`config.mk`:
```
export PLATFORM = sky130hd
export DESIGN_NAME = parking_gate_ctrl_flat
export DESIGN_NICKNAME = d
export VERILOG_FILES = /design/src/rtl/parking_pkg.sv /design/src/rtl/parking_gate_ctrl_if.sv /design/src/rtl/parking_gate_fsm.sv /design/src/rtl/parking_gate_ctrl.sv /design/src/flat_wrapper.sv
export SDC_FILE = /design/constraint.sdc
export NUM_CORES = 1
export LEC_CHECK = 0
export ABC_AREA = 1
export CORE_MARGIN = 2
export CORE_UTILIZATION = 25
export DETAILED_ROUTE_END_ITERATION = 6
export GPL_TIMING_DRIVEN = 0
export HOLD_SLACK_MARGIN = 0.06
export PLACE_DENSITY = 0.5
export SLEW_MARGIN = 20
export SYNTH_ARGS = -nofsm -noshare
export SYNTH_HDL_FRONTEND = slang
export SYNTH_SLANG_ARGS = --single-unit
```
`constraint.sdc`:
```
create_clock -name clk -period 2.25 [get_ports clk]
set_input_delay 0.3375 -clock clk [delete_from_list [all_inputs] [get_ports clk]]
set_output_delay 0.3375 -clock clk [all_outputs]
set_load 0.005 [all_outputs]
```
`src/rtl/parking_pkg.sv`:
```
// Shared types and helpers for the parking barrier controllers.
package parking_pkg;

  typedef enum logic [2:0] {
    IDLE,
    DECIDE,
    OPEN,
    PASSING,
    CLOSE,
    REJECT
  } gate_state_t;

  // Entry admission rule: a university card may overflow into a regular space.
  function automatic logic allow_entry(input logic uni, input logic uni_space, input logic reg_space);
    return (uni && (uni_space || reg_space)) || (!uni && reg_space);
  endfunction

endpackage

```
`src/rtl/parking_gate_ctrl_if.sv`:
```
// Event/response link between the gate controller and the occupancy counter.
interface parking_gate_ctrl_if;

  logic uni_is_vacated_space;
  logic is_vacated_space;
  logic illegal_enter;
  logic illegal_exit;
  logic car_entered;
  logic is_uni_car_entered;
  logic car_exited;
  logic is_uni_car_exited;

  modport master (
    input  uni_is_vacated_space, is_vacated_space, illegal_enter, illegal_exit,
    output car_entered, is_uni_car_entered, car_exited, is_uni_car_exited
  );

  modport slave (
    output uni_is_vacated_space, is_vacated_space, illegal_enter, illegal_exit,
    input  car_entered, is_uni_car_entered, car_exited, is_uni_car_exited
  );

endinterface

```
`src/rtl/parking_gate_fsm.sv`:
```
// One barrier: card decision, open window with timeout, pass tracking and close hold-off.
module parking_gate_fsm
  import parking_pkg::*;
#(
  parameter bit          CHECK_SPACE  = 1'b1,
  parameter int unsigned OPEN_TIMEOUT = 64,
  parameter int unsigned CLOSE_CYCLES = 4
) (
  input  logic clk,
  input  logic reset,
  input  logic loop,
  input  logic card_valid,
  input  logic card_uni,
  input  logic pass,
  input  logic uni_space,
  input  logic reg_space,
  output logic barrier,
  output logic car_event,
  output logic car_uni,
  output logic timeout,
  output logic reject
);

  localparam int unsigned TW = $clog2(OPEN_TIMEOUT + 1);
  localparam int unsigned CW = $clog2(CLOSE_CYCLES + 1);
  localparam logic [TW-1:0] TLAST = TW'(OPEN_TIMEOUT - 1);
  localparam logic [CW-1:0] CLAST = CW'(CLOSE_CYCLES - 1);

  gate_state_t   state, state_d;
  logic [TW-1:0] timer, timer_d;
  logic [CW-1:0] close_cnt, close_cnt_d;
  logic          uni_q, uni_d;
  logic          barrier_d, car_event_d, car_uni_d, timeout_d, reject_d;

  // State register with its timers and latched card type.
  always_ff @(posedge clk) begin
    if (reset) begin
      state     <= IDLE;
      timer     <= '0;
      close_cnt <= '0;
      uni_q     <= 1'b0;
    end else begin
      state     <= state_d;
      timer     <= timer_d;
      close_cnt <= close_cnt_d;
      uni_q     <= uni_d;
    end
  end

  // Next-state logic; space flags only matter in DECIDE.
  always_comb begin
    state_d     = state;
    timer_d     = timer;
    close_cnt_d = close_cnt;
    uni_d       = uni_q;
    case (state)
      IDLE: begin
        if (loop && card_valid) begin
          state_d = DECIDE;
          uni_d   = card_uni;
        end
      end
      DECIDE: begin
        if (!CHECK_SPACE || allow_entry(uni_q, uni_space, reg_space)) begin
          state_d = OPEN;
          timer_d = '0;
        end else begin
          state_d = REJECT;
        end
      end
      OPEN: begin
        if (pass) begin
          state_d = PASSING;
        end else if (timer == TLAST) begin
          state_d     = CLOSE;
          close_cnt_d = '0;
        end else begin
          timer_d = timer + TW'(1);
        end
      end
      PASSING: begin
        if (!pass) begin
          state_d     = CLOSE;
          close_cnt_d = '0;
        end
      end
      CLOSE: begin
        if (close_cnt == CLAST) state_d = IDLE;
        else                    close_cnt_d = close_cnt + CW'(1);
      end
      REJECT: begin
        if (!loop) state_d = IDLE;
      end
      default: state_d = IDLE;
    endcase
  end

  // Output decode from the upcoming state and the transitions that produce pulses.
  always_comb begin
    barrier_d   = (state_d == OPEN) || (state_d == PASSING);
    reject_d    = (state_d == REJECT);
    car_event_d = (state == PASSING) && !pass;
    car_uni_d   = car_event_d && uni_q;
    timeout_d   = (state == OPEN) && !pass && (timer == TLAST);
  end

  // Output registers.
  always_ff @(posedge clk) begin
    if (reset) begin
      barrier   <= 1'b0;
      car_event <= 1'b0;
      car_uni   <= 1'b0;
      timeout   <= 1'b0;
      reject    <= 1'b0;
    end else begin
      barrier   <= barrier_d;
      car_event <= car_event_d;
      car_uni   <= car_uni_d;
      timeout   <= timeout_d;
      reject    <= reject_d;
    end
  end

endmodule

```
`src/rtl/parking_gate_ctrl.sv`:
```
// Entry/exit barrier pair feeding the occupancy counter, with illegal-event fault tracking.
module parking_gate_ctrl
  import parking_pkg::*;
#(
  parameter int unsigned OPEN_TIMEOUT = 64,
  parameter int unsigned CLOSE_CYCLES = 4
) (
  input  logic                       clk,
  input  logic                       reset,
  input  logic                       in_loop,
  input  logic                       in_card_valid,
  input  logic                       in_card_uni,
  input  logic                       in_pass,
  input  logic                       out_loop,
  input  logic                       out_card_valid,
  input  logic                       out_card_uni,
  input  logic                       out_pass,
  parking_gate_ctrl_if.master        counter,
  output logic                       barrier_in_open,
  output logic                       barrier_out_open,
  output logic                       reject_in,
  output logic                       timeout_in,
  output logic                       timeout_out,
  output logic                       fault
);

  logic reject_entry;
  logic reject_exit;
  logic entered_q;
  logic exited_q;

  parking_gate_fsm #(
    .CHECK_SPACE (1'b1),
    .OPEN_TIMEOUT(OPEN_TIMEOUT),
    .CLOSE_CYCLES(CLOSE_CYCLES)
  ) u_entry (
    .clk       (clk),
    .reset     (reset),
    .loop      (in_loop),
    .card_valid(in_card_valid),
    .card_uni  (in_card_uni),
    .pass      (in_pass),
    .uni_space (counter.uni_is_vacated_space),
    .reg_space (counter.is_vacated_space),
    .barrier   (barrier_in_open),
    .car_event (counter.car_entered),
    .car_uni   (counter.is_uni_car_entered),
    .timeout   (timeout_in),
    .reject    (reject_entry)
  );

  parking_gate_fsm #(
    .CHECK_SPACE (1'b0),
    .OPEN_TIMEOUT(OPEN_TIMEOUT),
    .CLOSE_CYCLES(CLOSE_CYCLES)
  ) u_exit (
    .clk       (clk),
    .reset     (reset),
    .loop      (out_loop),
    .card_valid(out_card_valid),
    .card_uni  (out_card_uni),
    .pass      (out_pass),
    .uni_space (1'b0),
    .reg_space (1'b0),
    .barrier   (barrier_out_open),
    .car_event (counter.car_exited),
    .car_uni   (counter.is_uni_car_exited),
    .timeout   (timeout_out),
    .reject    (reject_exit)
  );

  // The exit gate never rejects, so its term is constant 0; both instances stay identical.
  assign reject_in = reject_entry | reject_exit;

  // Sticky fault: counter flags an event illegal in the cycle following that event.
  always_ff @(posedge clk) begin
    if (reset) begin
      entered_q <= 1'b0;
      exited_q  <= 1'b0;
      fault     <= 1'b0;
    end else begin
      entered_q <= counter.car_entered;
      exited_q  <= counter.car_exited;
      if ((entered_q && counter.illegal_enter) || (exited_q && counter.illegal_exit))
        fault <= 1'b1;
    end
  end

endmodule

```
`src/flat_wrapper.sv`:
```
// flat-port wrapper written by rule: the top's interface ports become plain ports
module parking_gate_ctrl_flat import parking_pkg::*;
#(
  parameter int unsigned OPEN_TIMEOUT = 64,
  parameter int unsigned CLOSE_CYCLES = 4
)
  (clk, reset, in_loop, in_card_valid, in_card_uni, in_pass, out_loop, out_card_valid, out_card_uni, out_pass, barrier_in_open, barrier_out_open, reject_in, timeout_in, timeout_out, fault, counter_uni_is_vacated_space, counter_is_vacated_space, counter_illegal_enter, counter_illegal_exit, counter_car_entered, counter_is_uni_car_entered, counter_car_exited, counter_is_uni_car_exited);
  parking_gate_ctrl_if counter_i ();
  input  logic clk;
  input  logic reset;
  input  logic in_loop;
  input  logic in_card_valid;
  input  logic in_card_uni;
  input  logic in_pass;
  input  logic out_loop;
  input  logic out_card_valid;
  input  logic out_card_uni;
  input  logic out_pass;
  output logic barrier_in_open;
  output logic barrier_out_open;
  output logic reject_in;
  output logic timeout_in;
  output logic timeout_out;
  output logic fault;
  input wire logic [$bits(counter_i.uni_is_vacated_space)-1:0] counter_uni_is_vacated_space;
  input wire logic [$bits(counter_i.is_vacated_space)-1:0] counter_is_vacated_space;
  input wire logic [$bits(counter_i.illegal_enter)-1:0] counter_illegal_enter;
  input wire logic [$bits(counter_i.illegal_exit)-1:0] counter_illegal_exit;
  output wire logic [$bits(counter_i.car_entered)-1:0] counter_car_entered;
  output wire logic [$bits(counter_i.is_uni_car_entered)-1:0] counter_is_uni_car_entered;
  output wire logic [$bits(counter_i.car_exited)-1:0] counter_car_exited;
  output wire logic [$bits(counter_i.is_uni_car_exited)-1:0] counter_is_uni_car_exited;
  assign counter_i.uni_is_vacated_space = counter_uni_is_vacated_space;
  assign counter_i.is_vacated_space = counter_is_vacated_space;
  assign counter_i.illegal_enter = counter_illegal_enter;
  assign counter_i.illegal_exit = counter_illegal_exit;
  assign counter_car_entered = counter_i.car_entered;
  assign counter_is_uni_car_entered = counter_i.is_uni_car_entered;
  assign counter_car_exited = counter_i.car_exited;
  assign counter_is_uni_car_exited = counter_i.is_uni_car_exited;
  parking_gate_ctrl #(.OPEN_TIMEOUT(OPEN_TIMEOUT), .CLOSE_CYCLES(CLOSE_CYCLES)) u_core (.clk(clk), .reset(reset), .in_loop(in_loop), .in_card_valid(in_card_valid), .in_card_uni(in_card_uni), .in_pass(in_pass), .out_loop(out_loop), .out_card_valid(out_card_valid), .out_card_uni(out_card_uni), .out_pass(out_pass), .counter(counter_i), .barrier_in_open(barrier_in_open), .barrier_out_open(barrier_out_open), .reject_in(reject_in), .timeout_in(timeout_in), .timeout_out(timeout_out), .fault(fault));
endmodule
```
==> results.ini, run 1 <==
[clock_tree]
number_of_buffers_created_by_cts=5
cts_repair_resize_count=0
cts_max_level=2
cts_root_buf=clkbuf_8
clk_transition_reported_paths_ns=0.08
postCtsSetupRepairBufs=0
clock_path_buffers=2
latest_clock_arrival_within_the_worst_skew_pair_ns=0.29
cts_sinks=41
clock_tree_from_tritoncts=built
hold_buffers=0

[grt]
antenna_found_initial=0
via_count_of_the_first_global_routing_pass=1687
met3_usage=0.02530
grt.met2_usage=0.1690
grt_start_max_net_pins=13
grt_busiest_layer=met2
met1_use_gr=0.1471
gr-usage-all-layers=0.1088
globalRoute.totalOverflow=0
grt_first_pass_wirelength_microns=7803

[critical_path]
worstReg2RegStart=u_core.u_exit.timer[0]
crit_path_category=register to primary output
critPathRequiredTime_ns=1.91
worstPathArrival_ns=1.31
worst_setup_path_startpoint=u_core.u_exit.reject
maximum_net_fanout_on_the_critical_path=1
endpoint_kind=primary output
startpoint_type=register

[timing]
rsz0062_at_grt=no
setup_viol=0
period_needed_ns=1.650
worst_pin_slew_ns=0.6497
timing.final.crit_share=0.7333
max_slew_margin_vs_limit=0.5669
final.setup.tns_ns=0
max_clock_freq_ghz=0.6061
clock_skew_ns=0.005080
finalMaxSlewViolations=0
whs_ns=0.4284
hold_viol_final=0

[detailed_routing]
drc=0
post_drt_wl_per_cell_microns=10.63
route.detailed.vias_per_inst=4.262
postRouteWirelength_microns=4496
num_vias=1803
drtAntennaViolNets=0
initialDrtViolationCount=69
drt_first_pass_iters=4

[die]
rows=33
chipHeight_microns=95.12
floorplan.initialDensity=0.2552
dieArea_sq_um=9048
fp.dieW_microns=95.12
floorplan.io_pins=24
placeableCoreArea_sq_um=8134

[synthesis]
synth_top_area_share=0.3954
ys_top_cells_by_area=dfxtp_1 40%, nand2_1 11%, nor2_1 7.8%
synth_area_leader_cell=dfxtp_1
count_of_flip_flops_with_a_built_in_enable_after_synthesis=0
synth.lib_cells_used.distinct=29
synth-seq-cells=41
syn-num-nets=308
yosys_warnings=0
post_synth_instance_area_sq_um=2076
average_instance_area_after_synthesis_sq_um=7.207
synth_top_cells_by_count=61 x nand2_1, 43 x nor2_1, 41 x dfxtp_1, 32 x inv_1, 18 x nand3_1
leading_register_cell_type_out_of_synthesis=dfxtp_1
synth-async-reset-ratio=0
most_frequently_used_cell_type_in_the_post_synthesis_netlist=nand2_1
share_of_synthesized_area_occupied_by_flip_flops_and_latches=0.3954
netlist_instances=288

[placement]
gpl.final_weighted_congestion=0.7875
detailed_place_hpwl_microns=3337
port_buffers=22

[pwr]
vdd_ir_drop_max_mv=0.2312
static-leakage-power_uw=0.001023
power_per_cell_area_nw_per_um2=660.7

[final_layout]
multiInputGateArea_sq_um=1100
final_core_util=0.3109
layout-drive-gt1-share=0.1447
regArea_sq_um=820.8
finalNetCount=337
layout.filler_cells=895
diodes=0
layout-area-overhead-vs-synth_pct=21.82

[worst_hold_path]
hold_class=register to register
hold_path.startpoint=u_core.u_exit.car_event

[flow_run]
cap_viol_max_count=0

[run_status]
outcome=complete, no violations

==> sequential cells by signal, summed over array words and instances, names as in the netlist, 3 cells and up <==
| name | cells |
|---|---|
| u_core.u_entry.timer | 7 |
| u_core.u_entry.close_cnt | 3 |
| u_core.u_exit.state | 3 |
| u_core.u_entry.state | 3 |
| u_core.u_exit.timer | 7 |
| u_core.u_exit.close_cnt | 3 |
==> metal layers <==
| metal | vias up | part of all wire |
|---|---|---|
| li1 | 982 | - |
| met1 | 793 | 0.51 |
| met2 | 23 | 0.44 |
| met3 | 5 | 0.034 |
| met4 | 0 | 0.010 |
| met5 | - | 0 |
==> metrics by stage <==
step	area, sq um	worst slack [ns]	total power (uW)	instances
floorplan	2076	0.9003	1050	288
global placement	2427	0.6256	1143	415
detailed placement	2427	0.6253	1144	415
CTS	2529	0.5784	1694	423
global route	2529	0.5444	1773	423
finish	2529	0.6002	1671	423
==> critical path, stage by stage (launching register included) <==
cell	delay, ns
dfxtp_1	0.30
or2_2	0.28
clkdlybuf4s50_1	0.44
==> cell families (layout without fill, tap and decap cells) <==
| group | after synthesis | in the layout | synth area share |
|---|---|---|---|
| AND/OR/NAND/NOR | 170 | 170 | 0.4020 |
| adder cells (fa/ha/maj) | 6 | 6 | 0.03617 |
| AO/OA/AOI/OAI | 30 | 30 | 0.09162 |
| buffers and inverters | 41 | 71 | 0.07474 |
| flip-flops | 41 | 41 | 0.3954 |
==> report_power, final <==
part           switching (uW)  internal (uW)  leakage (uW)  total [uW]
Combinational             203            120      0.000636         324
Sequential               34.8            768      0.000332         803
Clock                     266            278     0.0000542         544
Total                     505           1170       0.00102        1670
==> cells in the final DEF (no fill, tap or decap), types with 3 or more instances in the layout <==
cell type / count
nor2_4: 5
a21oi_2: 5
a21oi_1: 9
clkdlybuf4s50_1: 22
clkbuf_1: 3
inv_2: 5
nand2_2: 9
nor3_1: 8
nor2_2: 3
nand2_4: 6
a31oi_1: 5
nand3_1: 18
nand4_1: 10
inv_1: 32
o21ai_0: 4
ha_1: 6
dfxtp_1: 41
nand2_1: 61
clkbuf_8: 7
nor2_1: 43
==> worst paths after layout <==
check / to / slack, ns / cells after the start
max: reject_in / 0.60 / 2
min: u_core.exited_q / 0.43 / 2
max reg2reg: u_core.u_exit.close_cnt[1] / 0.70 / 10
min reg2reg: u_core.exited_q / 0.43 / 2
==> layout make-up <==
| cell class | count | share of cell area |
|---|---|---|
| flip-flops and latches | 41 | 0.3246 |
| multi-input cells | 206 | 0.4349 |
| inverters | 37 | 0.05492 |
| clock buffers | 7 | 0.03810 |
| well taps | 105 | 0.05195 |
| clock inverters | 1 | 0.001979 |
| plain buffers | 4 | 0.006432 |
| repair buffers | 22 | 0.08709 |
Note: power is estimated with default switching activity, not from simulation.
==> run 2: changes to the inputs <==
Clock period 2.25 ns to 1.7 ns, I/O delays scaled along.
==> results of run 2 <==
The final DEF is identical to that of run 1. Status: complete, no violations.
Main changes from that run: setup slack after placement 0.6253 ns -> 0.1578 ns; setup slack after layout 0.6002 ns -> 0.1327 ns; hold slack 0.4284 ns -> 0.4248 ns; register-to-register setup slack 0.70 ns -> 0.15 ns; end point of the worst hold path u_core.exited_q -> u_core.u_entry.state[0]; total power 1671 uW -> 2211 uW; worst IR drop on VDD 0.2312 mV -> 0.3060 mV
